`config.mk`:
```
export PLATFORM = sky130hd
export DESIGN_NAME = fetch_queue_flat
export DESIGN_NICKNAME = d
export VERILOG_FILES = /design/src/rtl/fetch_queue_pkg.sv /design/src/rtl/fetch_queue_if.sv /design/src/rtl/fetch_queue_chk.sv /design/src/rtl/sync_fifo.sv /design/src/rtl/fetch_queue.sv /design/src/flat_wrapper.sv
export SDC_FILE = /design/constraint.sdc
export NUM_CORES = 1
export LEC_CHECK = 0
export BUFFER_PORTS_ARGS = -buffer_cell sky130_fd_sc_hd__buf_2
export CAP_MARGIN = 10
export CORE_MARGIN = 4
export CORE_UTILIZATION = 35
export DETAILED_ROUTE_END_ITERATION = 12
export GPL_TIMING_DRIVEN = 0
export MAX_ROUTING_LAYER = met4
export SLEW_MARGIN = 40
export SYNTH_ARGS = -nofsm -noshare
export SYNTH_HDL_FRONTEND = slang
export SYNTH_SLANG_ARGS = --single-unit
```
`constraint.sdc`:
```
create_clock -name clock -period 21.3 [get_ports clock]
set_clock_uncertainty 0.1 [all_clocks]
set_input_delay 4.26 -clock clock [delete_from_list [all_inputs] [get_ports clock]]
set_output_delay 4.26 -clock clock [all_outputs]
set_load 0.03 [all_outputs]
```
`src/rtl/fetch_queue_pkg.sv`:
```
// Core-wide fetch constants shared with the pipeline top: NOP encoding, flushed-slot PC marker,
// default reset PC and word alignment.
package fetch_queue_pkg;

    localparam logic [31:0] CPU_NOP_WORD  = 32'h0000_0000;
    localparam logic [31:0] CPU_FLUSH_PC  = 32'hFFFF_FFFF;
    localparam logic [31:0] CPU_RESET_PC  = 32'h0000_0000;
    localparam logic [31:0] CPU_WORD_MASK = 32'hFFFF_FFFC;

    function automatic logic [31:0] word_align(input logic [31:0] addr);
        return addr & CPU_WORD_MASK;
    endfunction

endpackage

```
`src/rtl/fetch_queue_if.sv`:
```
// Fetch front-end bus: instruction memory request/response port plus the IF/ID-facing side.
interface fetch_queue_if;
    logic        mem_req;
    logic [31:0] mem_addr;
    logic        mem_gnt;
    logic        mem_rvalid;
    logic [31:0] mem_rdata;
    logic        if_valid;
    logic [31:0] if_ir;
    logic [31:0] if_pc;
    logic [31:0] if_pc4;
    logic        id_stall;
    logic        redirect;
    logic [31:0] redirect_pc;

    modport master (
        output mem_req, mem_addr, if_valid, if_ir, if_pc, if_pc4,
        input  mem_gnt, mem_rvalid, mem_rdata, id_stall, redirect, redirect_pc
    );

    modport slave (
        input  mem_req, mem_addr, if_valid, if_ir, if_pc, if_pc4,
        output mem_gnt, mem_rvalid, mem_rdata, id_stall, redirect, redirect_pc
    );
endinterface

```
`src/rtl/fetch_queue_chk.sv`:
```
// Protocol and occupancy checks for fetch_queue.
module fetch_queue_chk #(
    parameter int DEPTH = 4,
    parameter int CW    = 3
) (
    input logic          clock,
    input logic          reset,
    input logic          mem_rvalid,
    input logic          issue,
    input logic          accept,
    input logic          data_push,
    input logic          data_pop,
    input logic          data_full,
    input logic          pc_full,
    input logic          pc_empty,
    input logic [CW-1:0] count,
    input logic [CW-1:0] inflight,
    input logic [CW-1:0] pc_count
);
    localparam logic [CW:0] DEPTH_C = (CW+1)'(DEPTH);

    a_rvalid_needs_inflight: assert property (@(posedge clock) disable iff (reset)
        mem_rvalid |-> (inflight != {CW{1'b0}}));
    a_credit_bound: assert property (@(posedge clock) disable iff (reset)
        ({1'b0, count} + {1'b0, inflight}) <= DEPTH_C);
    a_pc_tracks_inflight: assert property (@(posedge clock) disable iff (reset)
        pc_count == inflight);
    a_no_data_overflow: assert property (@(posedge clock) disable iff (reset)
        !(data_push && data_full && !data_pop));
    a_no_pc_overflow: assert property (@(posedge clock) disable iff (reset)
        !(issue && pc_full));
    a_accept_has_pc: assert property (@(posedge clock) disable iff (reset)
        accept |-> !pc_empty);
endmodule

```
`src/rtl/sync_fifo.sv`:
```
// Single-clock FIFO with synchronous clear; push while full is accepted only alongside a pop.
module sync_fifo #(
    parameter int WIDTH = 32,
    parameter int DEPTH = 4
) (
    input  logic                       clock,
    input  logic                       reset,
    input  logic                       push,
    input  logic                       pop,
    input  logic                       clear,
    input  logic [WIDTH-1:0]           wdata,
    output logic [WIDTH-1:0]           rdata,
    output logic                       full,
    output logic                       empty,
    output logic [$clog2(DEPTH+1)-1:0] count
);
    localparam int AW = $clog2(DEPTH);
    localparam int CW = $clog2(DEPTH+1);
    localparam logic [CW-1:0] DEPTH_N = CW'(DEPTH);

    logic [WIDTH-1:0] mem_r [DEPTH];
    logic [AW-1:0]    wr_ptr_r;
    logic [AW-1:0]    rd_ptr_r;
    logic [CW-1:0]    count_r;
    logic             do_push_s;
    logic             do_pop_s;

    assign empty     = (count_r == {CW{1'b0}});
    assign full      = (count_r == DEPTH_N);
    assign count     = count_r;
    assign rdata     = mem_r[rd_ptr_r];
    assign do_pop_s  = pop && !empty;
    assign do_push_s = push && (!full || do_pop_s);

    // Storage, pointers and occupancy; clear wins over push/pop.
    always_ff @(posedge clock or posedge reset) begin
        if (reset) begin
            wr_ptr_r <= {AW{1'b0}};
            rd_ptr_r <= {AW{1'b0}};
            count_r  <= {CW{1'b0}};
            for (int i = 0; i < DEPTH; i++) begin
                mem_r[i] <= {WIDTH{1'b0}};
            end
        end else if (clear) begin
            wr_ptr_r <= {AW{1'b0}};
            rd_ptr_r <= {AW{1'b0}};
            count_r  <= {CW{1'b0}};
        end else begin
            if (do_push_s) begin
                mem_r[wr_ptr_r] <= wdata;
                wr_ptr_r        <= wr_ptr_r + AW'(1'b1);
            end
            if (do_pop_s) begin
                rd_ptr_r <= rd_ptr_r + AW'(1'b1);
            end
            case ({do_push_s, do_pop_s})
                2'b10:   count_r <= count_r + CW'(1'b1);
                2'b01:   count_r <= count_r - CW'(1'b1);
                default: count_r <= count_r;
            endcase
        end
    end
endmodule

```
`src/rtl/fetch_queue.sv`:
```
// Instruction fetch front end: credit-limited request issue, in-order response buffering with
// PC tagging, and redirect flush that discards responses already in flight.
module fetch_queue
    import fetch_queue_pkg::*;
#(
    parameter int          DEPTH    = 4,
    parameter logic [31:0] RESET_PC = CPU_RESET_PC,
    parameter logic [31:0] NOP_WORD = CPU_NOP_WORD
) (
    input logic          clock,
    input logic          reset,
    fetch_queue_if.master bus
);
    localparam int CW = $clog2(DEPTH+1);
    localparam logic [CW:0]   DEPTH_C = (CW+1)'(DEPTH);
    localparam logic [CW-1:0] DEPTH_N = CW'(DEPTH);

    logic [31:0]   fetch_pc_r, fetch_pc_n;
    logic [CW-1:0] inflight_r, inflight_n;
    logic [CW-1:0] discard_r, discard_n;
    logic [CW-1:0] count_s, pc_count_s, stale_s;
    logic [CW:0]   credit_sum_s;
    logic          req_s, issue_s, accept_s, drop_s, push_s, pop_s;
    logic          data_empty_s, data_full_s, pc_empty_s, pc_full_s;
    logic [31:0]   pc_head_s;
    logic [95:0]   data_head_s;

    assign credit_sum_s = {1'b0, count_s} + {1'b0, inflight_r};
    assign req_s    = !reset && !bus.redirect && (credit_sum_s < DEPTH_C);
    assign issue_s  = req_s && bus.mem_gnt;
    // Responses with nothing outstanding are protocol errors and are ignored.
    assign accept_s = bus.mem_rvalid && (inflight_r != {CW{1'b0}});
    assign drop_s   = accept_s && (discard_r != {CW{1'b0}});
    assign push_s   = accept_s && !drop_s && !bus.redirect;
    assign pop_s    = !data_empty_s && !bus.id_stall && !bus.redirect;
    assign stale_s  = inflight_r - CW'(accept_s);

    assign bus.mem_req  = req_s;
    assign bus.mem_addr = fetch_pc_r;

    sync_fifo #(.WIDTH(96), .DEPTH(DEPTH)) u_data_fifo (
        .clock (clock),
        .reset (reset),
        .push  (push_s),
        .pop   (pop_s),
        .clear (bus.redirect),
        .wdata ({bus.mem_rdata, pc_head_s, pc_head_s + 32'd4}),
        .rdata (data_head_s),
        .full  (data_full_s),
        .empty (data_empty_s),
        .count (count_s)
    );

    // Issued addresses retire on every accepted response, discarded or not, so it is never cleared.
    sync_fifo #(.WIDTH(32), .DEPTH(DEPTH)) u_pc_fifo (
        .clock (clock),
        .reset (reset),
        .push  (issue_s),
        .pop   (accept_s),
        .clear (1'b0),
        .wdata (fetch_pc_r),
        .rdata (pc_head_s),
        .full  (pc_full_s),
        .empty (pc_empty_s),
        .count (pc_count_s)
    );

    // Next-state for fetch PC and the outstanding/discard counters.
    always_comb begin
        fetch_pc_n = fetch_pc_r;
        discard_n  = discard_r;
        inflight_n = inflight_r;
        case ({issue_s, accept_s})
            2'b10:   inflight_n = inflight_r + CW'(1'b1);
            2'b01:   inflight_n = inflight_r - CW'(1'b1);
            default: inflight_n = inflight_r;
        endcase
        if (bus.redirect) begin
            fetch_pc_n = word_align(bus.redirect_pc);
            if (stale_s > DEPTH_N) begin
                discard_n = DEPTH_N;
            end else begin
                discard_n = stale_s;
            end
        end else begin
            if (issue_s) begin
                fetch_pc_n = fetch_pc_r + 32'd4;
            end else begin
                fetch_pc_n = fetch_pc_r;
            end
            if (drop_s) begin
                discard_n = discard_r - CW'(1'b1);
            end else begin
                discard_n = discard_r;
            end
        end
    end

    // Fetch PC and counter registers.
    always_ff @(posedge clock or posedge reset) begin
        if (reset) begin
            fetch_pc_r <= RESET_PC;
            inflight_r <= {CW{1'b0}};
            discard_r  <= {CW{1'b0}};
        end else begin
            fetch_pc_r <= fetch_pc_n;
            inflight_r <= inflight_n;
            discard_r  <= discard_n;
        end
    end

    // Head presentation with the flushed-slot markers when empty.
    always_comb begin
        bus.if_valid = !data_empty_s;
        if (!data_empty_s) begin
            bus.if_ir  = data_head_s[95:64];
            bus.if_pc  = data_head_s[63:32];
            bus.if_pc4 = data_head_s[31:0];
        end else begin
            bus.if_ir  = NOP_WORD;
            bus.if_pc  = CPU_FLUSH_PC;
            bus.if_pc4 = 32'h0000_0000;
        end
    end

    fetch_queue_chk #(.DEPTH(DEPTH), .CW(CW)) u_chk (
        .clock      (clock),
        .reset      (reset),
        .mem_rvalid (bus.mem_rvalid),
        .issue      (issue_s),
        .accept     (accept_s),
        .data_push  (push_s),
        .data_pop   (pop_s),
        .data_full  (data_full_s),
        .pc_full    (pc_full_s),
        .pc_empty   (pc_empty_s),
        .count      (count_s),
        .inflight   (inflight_r),
        .pc_count   (pc_count_s)
    );
endmodule

```
`src/flat_wrapper.sv`:
```
// flat-port wrapper written by rule: the top's interface ports become plain ports
module fetch_queue_flat import fetch_queue_pkg::*;
#(
    parameter int          DEPTH    = 4,
    parameter logic [31:0] RESET_PC = CPU_RESET_PC,
    parameter logic [31:0] NOP_WORD = CPU_NOP_WORD
)
  (clock, reset, bus_mem_req, bus_mem_addr, bus_if_valid, bus_if_ir, bus_if_pc, bus_if_pc4, bus_mem_gnt, bus_mem_rvalid, bus_mem_rdata, bus_id_stall, bus_redirect, bus_redirect_pc);
  fetch_queue_if bus_i ();
  input logic clock;
  input logic reset;
  output wire logic [$bits(bus_i.mem_req)-1:0] bus_mem_req;
  output wire logic [$bits(bus_i.mem_addr)-1:0] bus_mem_addr;
  output wire logic [$bits(bus_i.if_valid)-1:0] bus_if_valid;
  output wire logic [$bits(bus_i.if_ir)-1:0] bus_if_ir;
  output wire logic [$bits(bus_i.if_pc)-1:0] bus_if_pc;
  output wire logic [$bits(bus_i.if_pc4)-1:0] bus_if_pc4;
  input wire logic [$bits(bus_i.mem_gnt)-1:0] bus_mem_gnt;
  input wire logic [$bits(bus_i.mem_rvalid)-1:0] bus_mem_rvalid;
  input wire logic [$bits(bus_i.mem_rdata)-1:0] bus_mem_rdata;
  input wire logic [$bits(bus_i.id_stall)-1:0] bus_id_stall;
  input wire logic [$bits(bus_i.redirect)-1:0] bus_redirect;
  input wire logic [$bits(bus_i.redirect_pc)-1:0] bus_redirect_pc;
  assign bus_mem_req = bus_i.mem_req;
  assign bus_mem_addr = bus_i.mem_addr;
  assign bus_if_valid = bus_i.if_valid;
  assign bus_if_ir = bus_i.if_ir;
  assign bus_if_pc = bus_i.if_pc;
  assign bus_if_pc4 = bus_i.if_pc4;
  assign bus_i.mem_gnt = bus_mem_gnt;
  assign bus_i.mem_rvalid = bus_mem_rvalid;
  assign bus_i.mem_rdata = bus_mem_rdata;
  assign bus_i.id_stall = bus_id_stall;
  assign bus_i.redirect = bus_redirect;
  assign bus_i.redirect_pc = bus_redirect_pc;
  fetch_queue #(.DEPTH(DEPTH), .RESET_PC(RESET_PC), .NOP_WORD(NOP_WORD)) u_core (.clock(clock), .reset(reset), .bus(bus_i));
endmodule
```
After elaboration in Yosys (flattened, before gate mapping)
Index checks and enable logic that the tools add are counted.
- ROM bits: 0
- memories: 0
- output and inout bits: 130
- bits in latches: 0
- input bits: 70
- RAM bits: 0
- register bits: 564
- add/sub/neg operators: 15
- multipliers: 0
- equality and inequality tests: 8
- reduce and logical (&&, ||, !) cells: 37
- order comparisons: 8
- divide/modulo/power cells: 0
- bitwise gates (word level): 5
- muxes and demuxes: 28
- shift-type cells: 0
- operators by type and width (kind ; number):
    $bwmux 384 ; 1
    $mux 96 ; 3
    $mux 32 ; 8
    $bmux 96 s2 ; 1
    $demux 96 s2 ; 1
    $bwmux 128 ; 1
    $add 32x3->32 const B ; 2
    $bmux 32 s2 ; 1
    $demux 32 s2 ; 1
    $pmux 3 s2 ; 3
    $logic_and 1x1->1 ; 15
    $ge 3x3->1 const B ; 4
    $mux 3 ; 4
    $not 2->3 ; 4
    $reduce_bool 2->1 ; 6
    $sub 3x1->3 const B ; 4
    $add 3x1->3 const B ; 3
    $reduce_bool 3->1 ; 3
    $add 2x1->2 const B ; 4
    $logic_not 1->1 ; 8
    $mux 2 ; 4
    $eq 2x1->1 const B ; 3
    $eq 2x2->1 const B ; 3
    $eq 3x3->1 const B ; 2
    9 further kinds ; 12

Longest topological paths before layout
Gate-level depths: netlist of run 1.
- word-level depth: 10
- depth in mapped cells: 12

By module
Synthesis of run 1 repeated with hierarchy kept, for this count alone.
- cell total of the unflattened synthesis: 1809
- area total of the unflattened synthesis: 27772.9 µm²
- modules (own cells, without submodules) (module ; times used ; area each (µm²) ; cells an instance):
    sync_fifo at u_core.u_data_fifo ; 1 ; 17581.9 ; 992
    sync_fifo at u_core.u_pc_fifo ; 1 ; 6715.2 ; 374
    fetch_queue ; 1 ; 3475.8 ; 443

Least setup slack after synthesis of run 1
OpenSTA, ideal clock, no wires.
- path type: input port to output port
- start: input bus_redirect
- end: output bus_mem_req
- path slack: 11.389 ns
- required time: 16.940 ns
- arrival: 5.551 ns
- cell stages on the path: 4
- cells stage by stage: clkbuf_1 clkbuf_1 clkbuf_1 nor3_1
- cells in the longest elaborated chain, start to end: 3
- ends and longest elaborated chain (what ; line ; text):
    start, declared ; flat_wrapper.sv:22 ; input wire logic [$bits(bus_i.redirect)-1:0] bus_redirect;
    $logic_not 1->1 ; fetch_queue.sv:29 ; assign req_s = !reset && !bus.redirect && (credit_sum_s < DEPTH_C);
    $logic_and 1x1->1 (2 in series) ; fetch_queue.sv:29 ;
    end, declared ; flat_wrapper.sv:12 ; output wire logic [$bits(bus_i.mem_req)-1:0] bus_mem_req;
Every way passes these cells.

Worst setup path in the final report of run 1
Same ends and word-level chain as after synthesis.

==> results of run 1 <==
[registers in the layout (all words and copies together) (netlist names), 3 cells and up]
| name | cells |
|---|---|
| u_core.bus.mem_addr | 30 |
| u_core.discard_r | 3 |
| u_core.inflight_r | 3 |
| u_core.u_data_fifo.count | 3 |
| u_core.u_data_fifo.mem_r | 368 |
| u_core.u_pc_fifo.count | 3 |
| u_core.u_pc_fifo.mem_r | 120 |
[worst max-delay path, cell delays in order]
cell	delay, ps
clkbuf_1	350
clkbuf_1	640
clkbuf_1	590
nor3_1	160
buf_2	220
[metrics by stage]
| stage | total power, mW | utilization (%) | hold slack (ps) | setup WS (ps) |
|---|---|---|---|---|
| after floorplan | 2.525 | - | 340.3 | 1903 |
| after global placement | 3.005 | 38.54 | 351.5 | -2969 |
| after detailed placement | 3.063 | 38.87 | 358.5 | 10800 |
| after CTS | 4.068 | 41.55 | 373.5 | 10790 |
| after global routing | 4.264 | 41.55 | 389.9 | 10700 |
| final | 4.036 | 41.56 | 369.9 | 10710 |
[power breakdown]
group	internal, mW	switching (mW)
registers	1.30	0.160
clock network	0.575	0.422
logic	0.591	0.990
[final timing paths]
path | start | to | slack, ps
max | bus_redirect | bus_mem_req | 10710
min | u_core.u_data_fifo.mem_r[69]$_DFFE_PP0P_ | u_core.u_data_fifo.mem_r[69]$_DFFE_PP0P_ | 370
max reg2reg | u_core.discard_r[0]$_DFFE_PP0P_ | u_core.u_data_fifo.mem_r[131]$_DFFE_PP0P_ | 17690
min reg2reg | u_core.u_data_fifo.mem_r[69]$_DFFE_PP0P_ | u_core.u_data_fifo.mem_r[69]$_DFFE_PP0P_ | 370
max in group asynchronous | reset | u_core.u_data_fifo.mem_r[361]$_DFFE_PP0P_ | 16090
min in group asynchronous | reset | u_core.bus.mem_addr[5]$_DFFE_PP0N_ | 3520
[cell families (layout without fill, tap and decap cells)]
family          after synthesis  after routing  synth area share, %
simple gates               1120           1120                18.72
flops                       538            538                53.99
mux                         249            249                16.67
compound gates              200            200                4.471
buf+inv                     191            494                3.121
xor+xnor                     53             53                1.862
fa+ha+maj                    21             21                1.144
other cells                   1              7              0.01504
[layout make-up]
| type | instances | area share (%) |
|---|---|---|
| Antenna cell | 3 | 0.02570 |
| Buffer | 164 | 2.373 |
| Clock buffer | 79 | 5.475 |
| Clock inverter | 25 | 0.9596 |
| Inverter | 27 | 0.3727 |
| Multi-Input combinational cell | 1647 | 36.72 |
| Sequential cell | 538 | 46.10 |
| Tap cell | 940 | 4.027 |
| Timing Repair Buffer | 199 | 3.950 |
[Yosys cell counts, types with 9 or more instances]
| master | number |
|---|---|
| xnor2_1 | 23 |
| o21ai_0 | 156 |
| inv_1 | 26 |
| nand3_1 | 23 |
| buf_2 | 22 |
| buf_1 | 11 |
| a21oi_1 | 9 |
| nand2_1 | 908 |
| xor2_1 | 30 |
| ha_1 | 18 |
| buf_4 | 9 |
| or2_2 | 32 |
| dfrtp_1 | 538 |
| nor3_1 | 9 |
| o311ai_0 | 9 |
| nor2_1 | 29 |
| mux2_1 | 17 |
| mux4_2 | 121 |
| clkbuf_1 | 122 |
| mux2_2 | 104 |
| nand4_1 | 19 |
| and2_1 | 70 |
[layer usage]
metal	wire (um)	up-vias
li1	-	8437
met1	31330	9560
met2	35350	613
met3	4638	115
met4	1939	0
met5	0	-
==> key figures, run 1 <==
Run status
  • Outcome: complete, no violations

GRT
  • Total gr overflow: 0
  • Initial antenna violation count: 2
  • Global Route met3 Usage: approximately 3.6%
  • Pin count of the biggest net entering global routing: 81
  • Vias in the first global route: roughly 19000
  • Global-route wire length before repair: 113300 um
  • Tot GR Track Use: 19.82%
  • Met2 Track Usage GR: 31.54%
  • GR Util met1: 26.24%
  • GR peak layer: met2

Route
  • Routed length per instance: 20.23 um
  • Via count: around 19000
  • DRT iter0 DRCs: between 1500 and 2000
  • Antenna Nets Post-Route: 0
  • DR DRC count: 0
  • Total wire length: between 70000 and 80000 um
  • Pre-Repair DR Iteration Count: 5
  • DR vias/cell: 5.170

Placed design
  • GP Congestion: about 0.85
  • DPL Wire Length: just over 50000 um
  • Post-DP Area: 27320 um2
  • Number of instances in the placed design: 3515
  • Port buffer count: about 190

Timing
  • Crit share post-route: approximately half
  • Setup Viol. Count Final: 0
  • RSZ-0062 raised after global routing: false
  • Max Clk Rate: ~0.094 GHz
  • Fin. Hold Viols: 0
  • Tightest Pin Transition: between 900 and 1000 ps
  • Worst slew margin: 39.80%
  • Final setup TNS: 0 ps
  • Tmin final: between 10000 and 15000 ps
  • Slew Viols, Final: 0

Power and ir drop
  • PwrDens: about 140 nW/um2
  • Leak: about 14 nW
  • Maximum VDD drop: 0.00007468 V

Logic synthesis
  • EDFF count, synth: 0
  • Dominant cells by area after synthesis: dfrtp_1 (54%), nand2_1 (14%), mux4_2 (11%)
  • Async SR Flop Fraction: 100.0%
  • Synth top area share: between 50% and 60%
  • Seq cells post-synth: 538
  • Synth area leader: dfrtp_1
  • Synth Flop Type: dfrtp_1
  • Cells after synthesis: 2373
  • Synth cell types: 51
  • Post-Syn Area: about 25000 um2
  • Yosys warning count: 0
  • Post-synthesis sequential area ratio: roughly 54%
  • Avg Cell Area, Syn: between 10 and 15 um2

Finish
  • Commonest non-fill, non-tap cell in the layout: nand2_1
  • P&R area growth vs syn: 17.13%
  • Final instance area: ~29000 um2
  • Layout Nets: around 2700
  • Most frequent cells in the layout: nand2_1 (908), dfrtp_1 (538), buf_2 (221)
  • Reg area: about 13000 um2
  • Multi-input logic area: 10720 um2
  • Layout cell share with drive strength beyond 1: 22.47%
  • Non-Filler Instances: around 3600
  • Layout fillers: about 6700

Clocking
  • Clock buffer depth: 3
  • CTS tree: yes
  • CTS sink cnt: around 540
  • Htree depth: 2
  • Clock slew at reported path FFs: roughly 60 ps
  • CTS Buf Count: 57
  • Root buf cell: clkbuf_16
  • Post_cts resized: 0
  • Worst-Skew Late Latency: about 630 ps
  • Post-CTS Repair Setup Buffers: 0
  • Post-CTS Hold Buffers: 0

Floorplan
  • Die ar.: roughly 76000 um2
  • Rows: 97
  • Die height: about 270 um
  • Top Ports: 200
  • Starting Density: 35.48%
  • Die Span X: roughly 270 um
  • Core Region: 70270 um2

Run
  • Max Cap Violations: 0

Hold path
  • Hold Crit Class: register to register
  • Cells on Worst Hold Path: 2

Critical path
  • Setup CP Type: input pin to output pin
  • Startpoint Class: input pin
  • R2R cell count: 11
  • Worst endpoint required time: between 15000 and 20000 ps
  • Worst-path maximum fanout: 10
  • Worst Path Arrival: 6230 ps
  • Worst Setup End Kind: output pin
No activity file was read; power rests on OpenSTA's default activity.
==> run 2: changes to the inputs <==
- ABC_AREA: default -> 1
- clock period: 21.3 -> 8.8 ns (I/O delays scaled with it)
==> key figures, run 2 <==
Placed design
  • Pre-CTS WS: approximately 3700 ps
  • Port buffer count: 192
  • GP Congestion: about 0.9
  • Number of instances in the placed design: between 4000 and 5000
  • DPL Wire Length: roughly 68000 um

Critical path
  • CP cell instances: clkbuf_1 > clkbuf_1 > clkbuf_1 > nor2_1 > o311ai_0 > buf_2
  • Reg2Reg Setup Slack: approximately 5500 ps
  • Slowest-stage cell, CP: clkbuf_1
  • Worst r2r dst: u_core.u_pc_fifo.count[2]$_DFFE_PP0P_
  • Setup CP Type: register to output pin
  • R2R cell count: 14
  • Startpoint Class: register
  • Worst Setup End Kind: output pin
  • R2r startpoint: u_core.u_data_fifo.count[1]$_DFFE_PP0P_
  • Critical Path Most Common Cell: clkbuf_1
  • Worst endpoint required time: slightly below 7000 ps
  • Worst-path maximum fanout: 10
  • Worst stage delay on the critical path: between 700 and 800 ps
  • Worst Path Arrival: a little under 4000 ps

Finish
  • Layout fillers: 7743
  • Ant. Diodes: 0
  • Most frequent cells in the layout: nand2_1 (941), dfrtp_1 (538), nor2_1 (534)
  • Layout Nets: 3743
  • Max FFs per register: around 370
  • Layout cell share with drive strength beyond 1: a little under an eighth
  • P&R area growth vs syn: 18.32%
  • Largest Register: u_core.u_data_fifo.mem_r
  • Layout Utilization: approximately two fifths
  • Non-Filler Instances: 4668
  • Commonest non-fill, non-tap cell in the layout: nand2_1

Floorplan
  • Top Ports: 200
  • Die Span X: 281.8 um
  • Rows: 100
  • Die ar.: between 70000 and 80000 um2
  • Starting Density: between 30% and 40%
  • Core Region: roughly 74000 um2
  • Die height: 281.8 um

Clocking
  • CTS sink cnt: roughly 540
  • Post-CTS Hold Buffers: 0
  • Post_cts resized: 0
  • CTS tree: yes
  • Root buf cell: clkbuf_16
  • Worst-Skew Late Latency: approximately 650 ps
  • Clock slew at reported path FFs: 60 ps
  • Clock buffer depth: 3
  • Htree depth: 2
  • CTS Buf Count: between 50 and 60
  • Post-CTS Repair Setup Buffers: 0

Logic synthesis
  • Avg Cell Area, Syn: 7.784 um2
  • Most common cell in the synthesized netlist: nand2_1
  • Synth area leader: dfrtp_1
  • Cells after synthesis: between 3000 and 4000
  • Post-Syn Area: about 26000 um2
  • Most common library cells after synthesis: nand2_1 (941), dfrtp_1 (538), nor2_1 (534)
  • Dominant cells by area after synthesis: dfrtp_1 (51%), nand2_1 (13%), o21ai_0 (9.3%)
  • Synth Flop Type: dfrtp_1
  • Yosys warning count: 0
  • Seq cells post-synth: roughly 540
  • Synth cell types: 48
  • Synth top area share: roughly 51%
  • Post-synthesis sequential area ratio: around half
  • EDFF count, synth: 0
  • Async SR Flop Fraction: 100.0%

Power and ir drop
  • Leak: between 10 and 15 nW
  • Maximum VDD drop: approximately 0.00021 V
  • PwrDens: roughly 370 nW/um2

Timing
  • RSZ-0062 raised after global routing: false
  • Slew Viols, Final: 0
  • Crit share post-route: approximately two thirds
  • Worst hold margin: 373.0 ps
  • Setup Viol. Count Final: 0
  • Tightest Pin Transition: approximately 920 ps
  • Final setup TNS: 0 ps
  • Fin. Hold Viols: 0
  • Tmin final: between 5000 and 6000 ps
  • Max Clk Rate: 0.1752 GHz
  • Worst slew margin: roughly two fifths
  • Final worst slack: between 3000 and 4000 ps

Run
  • Max Cap Violations: 0

Route
  • Via count: 24379
  • Pre-Repair DR Iteration Count: 6
  • DRT iter0 DRCs: about 2500
  • Total wire length: between 90000 and 100000 um
  • DR vias/cell: 5.223
  • Routed length per instance: 19.94 um
  • Antenna Nets Post-Route: 0
  • DR DRC count: 0

Run status
  • Outcome: complete, no violations

Hold path
  • Hold Crit Class: register to register
  • Cells on Worst Hold Path: 2
  • Hold EP: u_core.u_data_fifo.mem_r[218]$_DFFE_PP0P_
  • Hold_sp: u_core.u_data_fifo.mem_r[218]$_DFFE_PP0P_

GRT
  • Vias in the first global route: ~24000
  • Pin count of the biggest net entering global routing: 26
  • Initial antenna violation count: 0
  • Tot GR Track Use: about a quarter
  • Global-route wire length before repair: 143100 um
  • Total gr overflow: 0
run 2: cell types whose count changed after synthesis, moves of 70 or more:
cell,before,now
nor2_1,29,534
and2_1,70,0
mux2_2,104,0
inv_1,26,148
a21oi_1,9,175
o21ai_0,156,488
nand3_1,23,133
mux4_2,121,0
run 2: power by group:
group	leakage (nW)	internal [mW]	switching [mW]
clock	0.968	1.47	1.07
sequential	7.05	3.20	0.438
combinational	6.98	1.41	3.90
run 2: area by class of cell:
cell class / count / area (um2) / area share, %
clock buffers: 84 / 1678 / 5.405
multi-input cells: 2464 / 11160 / 35.95
inverters: 157 / 599.3 / 1.931
well taps: 969 / 1212 / 3.905
clock inverters: 22 / 295.3 / 0.9512
plain buffers: 215 / 1052 / 3.389
flip-flops and latches: 538 / 13460 / 43.37
repair buffers: 219 / 1585 / 5.106
run 2: per-stage QoR:
stage / power (mW) / instance area (um2)
3_5_place_dp: 8.924 / 29050
6_report: 11.49 / 31040
4_1_cts: 11.49 / 31030
3_3_place_gp: 8.831 / 28430
5_1_grt: 12.19 / 31040
2_1_floorplan: 6.923 / 26250
run 2: worst max path at each step:
stage / from / endpoint / slack, ps / cells after the start
after floorplan: reset / u_core.bus.mem_addr[10]$_DFFE_PP0N_ / -380 / 1
after global placement: reset / u_core.u_data_fifo.mem_r[380]$_DFFE_PP0P_ / -4010 / 2
after detailed placement: u_core.u_data_fifo.rd_ptr_r[0]$_DFFE_PP0P_ / bus_if_pc[25] / 3740 / 6
after CTS: u_core.u_data_fifo.rd_ptr_r[0]$_DFFE_PP0P_ / bus_if_pc[25] / 3030 / 6
after global routing: u_core.u_data_fifo.rd_ptr_r[0]$_DFFE_PP0P_ / bus_if_ir[3] / 2970 / 8
final: u_core.u_data_fifo.rd_ptr_r[0]$_DFFE_PP0P_ / bus_if_pc[25] / 3090 / 6
run 2: critical path: cells and delay by family, from the launching register on:
kind,cells,cell delay [ps]
buf+inv,4,2010
compound gates,1,720
flops,1,330
simple gates,1,140
run 2: kinds of logic (layout without fill, tap and decap cells):
group                      count (synthesis)  count (layout)  share of synthesized area [%]
buffers and inverters                    372             697                          6.275
AOI/OAI and AO/OA                        743             743                          15.08
adders and majority gates                 21              21                          1.087
DFF                                      538             538                          51.31
other                                      1               4                        0.01429
and+or+nand+nor                         1655            1655                          24.86
xor gates and xnor gates                  41              41                          1.369
run 2: per-layer routing:
metal  up-vias  GRT usage (%)  wire length [um]
met2       926          37.24             42820
met1     11797          32.14             40770
li1      11486              -                 -
met3       170          3.411              6149
met5         -              -                 0
met4         0          8.080              3339
==> run 3: changes to the inputs <==
- ABC_AREA: 1 -> 0
- clock period: 8.8 -> 5.47 ns (I/O delays scaled with it)
==> key figures, run 3 (same netlist as run 1, synthesis figures left out) <==
GRT
  • Global-route wire length before repair: roughly 110000 um
  • Initial antenna violation count: 6
  • GR Util met1: 25.85%
  • Pin count of the biggest net entering global routing: 29
  • Met2 Track Usage GR: between 30% and 40%
  • Vias in the first global route: 19756
  • Total gr overflow: 0
  • GR peak layer: met2
  • Tot GR Track Use: 20.14%
  • Global Route met3 Usage: about 4.0%

Critical path
  • Worst Path Arrival: ~3300 ps
  • Family with the most delay on the worst path: buffers and inverters
  • Startpoint Class: register
  • Worst-path maximum fanout: 10
  • Setup CP Type: register to output pin
  • Slowest-stage cell, CP: buf_1
  • Worst stage delay on the critical path: slightly below 700 ps
  • Worst endpoint required time: between 4000 and 5000 ps
  • Worst Path Buf+Inv: 4
  • Worst Setup End Kind: output pin
  • Critical Path Most Common Cell: buf_2
  • CP cell instances: clkbuf_1 > buf_1 > buf_2 > mux4_2 > and2_1 > buf_2

Clocking
  • Post_cts resized: 0
  • CTS tree: yes
  • Post-CTS Repair Setup Buffers: 0
  • Root buf cell: clkbuf_16
  • Clock slew at reported path FFs: approximately 60 ps
  • CTS Buf Count: 58
  • Worst-Skew Late Latency: about 650 ps
  • CTS sink cnt: 538
  • Htree depth: 2
  • Clock buffer depth: 3
  • Post-CTS Hold Buffers: 0

Power and ir drop
  • PwrDens: ~530 nW/um2
  • Sequential fraction of design power: between 30% and 40%
  • P_sw: roughly 6.1 mW
  • Leak: approximately 14 nW
  • Maximum VDD drop: roughly 0.00031 V
  • Clock power share: around a quarter
  • Switch share: roughly two fifths
  • Comb power frac: approximately two fifths
  • Int Power: 9.574 mW

Placed design
  • Pre-CTS WS: around 1300 ps
  • GP Congestion: 0.8543
  • DPL Wire Length: 52950 um
  • Post-DP Area: around 28000 um2
  • Port buffer count: 192

Floorplan
  • Rows: between 90 and 100
  • Core Region: approximately 70000 um2
  • Starting Density: 35.48%
  • Die height: roughly 270 um
  • Die Span X: between 200 and 300 um
  • Die ar.: 75580 um2
  • Top Ports: 200

Timing
  • RSZ-0062 raised after global routing: false
  • Slew Viols, Final: 0
  • Final setup TNS: 0 ps
  • Max Clk Rate: between 0.2 and 0.25 GHz
  • Tmin final: 4462 ps
  • Worst hold margin: between 300 and 400 ps
  • Tightest Pin Transition: between 800 and 900 ps
  • Crit share post-route: ~82%
  • Worst slew margin: around two fifths
  • Setup Viol. Count Final: 0
  • Fin. Hold Viols: 0
  • Final worst slack: roughly 1000 ps

Route
  • Routed length per instance: 20.30 um
  • DRT iter0 DRCs: 1623
  • Total wire length: approximately 74000 um
  • Via count: 18810
  • DR DRC count: 0
  • Pre-Repair DR Iteration Count: 7
  • Antenna Nets Post-Route: 0
  • DR vias/cell: about 5.2

Finish
  • Layout cell share with drive strength beyond 1: between 20% and 30%
  • Largest Register: u_core.u_data_fifo.mem_r
  • P&R area growth vs syn: 18.52%
  • Layout Nets: 2743
  • Max FFs per register: approximately 370
  • Commonest non-fill, non-tap cell in the layout: nand2_1
  • Layout Utilization: between 40% and 50%
  • Final instance area: 29550 um2
  • Reg area: 13460 um2
  • Most frequent cells in the layout: nand2_1 (908), dfrtp_1 (538), buf_2 (221)
  • Multi-input logic area: roughly 11000 um2
  • Layout fillers: around 6700

Hold path
  • Hold Crit Class: input pin to async pin

Run status
  • Outcome: complete, no violations

Run
  • Max Cap Violations: 0
[run 3: changes by cell type in the layout (fill, tap and decap cells not counted), sizes merged, moves of 20 or more]
| cell | previous run | this run |
|---|---|---|
| and2 | 0 | 70 |
| o311ai | 29 | 9 |
| buf | 307 | 258 |
| nor2 | 543 | 29 |
| a21oi | 175 | 9 |
| or2 | 2 | 32 |
| nand3 | 134 | 24 |
| mux2 | 0 | 121 |
| o21ai | 505 | 159 |
| inv | 151 | 26 |
| mux4 | 0 | 121 |
| nand2 | 945 | 908 |
[run 3: area by class of cell]
type | instances | share of cell area, %
Clock inverter | 19 | 0.7367
Timing Repair Buffer | 216 | 5.131
Antenna cell | 4 | 0.03387
Buffer | 164 | 2.341
Inverter | 27 | 0.3556
Multi-Input combinational cell | 1647 | 36.29
Tap cell | 940 | 3.980
Clock buffer | 81 | 5.576
Sequential cell | 538 | 45.56
[run 3: metrics by stage]
| step | instances | power (mW) |
|---|---|---|
| after global routing | 3636 | 16.62 |
| after global placement | 3508 | 11.71 |
| after CTS | 3632 | 15.84 |
| final | 3636 | 15.72 |
| after detailed placement | 3532 | 11.98 |
| after floorplan | 2376 | 9.834 |
[run 3: final timing paths]
path                       slack [ps]                                         to                                       start  depth (start not counted)
setup reg to reg                 1800  u_core.u_data_fifo.mem_r[157]$_DFFE_PP0P_             u_core.discard_r[1]$_DFFE_PP0P_                         11
hold reg to reg                   370  u_core.u_data_fifo.mem_r[158]$_DFFE_PP0P_   u_core.u_data_fifo.mem_r[158]$_DFFE_PP0P_                          2
hold / removal                    350           u_core.inflight_r[1]$_DFFE_PP0P_                                       reset                          2
setup / recovery                 1010                             bus_if_pc4[13]  u_core.u_data_fifo.rd_ptr_r[0]$_DFFE_PP0P_                          6
max in group asynchronous        3410  u_core.u_data_fifo.mem_r[240]$_DFFE_PP0P_                                       reset                          9
min in group clock                370  u_core.u_data_fifo.mem_r[158]$_DFFE_PP0P_   u_core.u_data_fifo.mem_r[158]$_DFFE_PP0P_                          2
[run 3: metal layers]
layer  up-vias  share of wire [%]
met5         -                  0
met4         0                3.8
met3       164                6.0
met2       621                 48
met1      9557                 42
li1       8468                  -
[run 3: power groups by stage]
| stage | Combinational [mW] | Sequential, mW | Clock (mW) |
|---|---|---|---|
| floorplan | 4.24 | 5.59 | 0 |
| global placement | 6.05 | 5.66 | 0 |
| detailed placement | 6.25 | 5.73 | 0 |
| CTS | 6.27 | 5.67 | 3.90 |
| global route | 6.75 | 5.80 | 4.07 |
| finish | 6.22 | 5.68 | 3.83 |
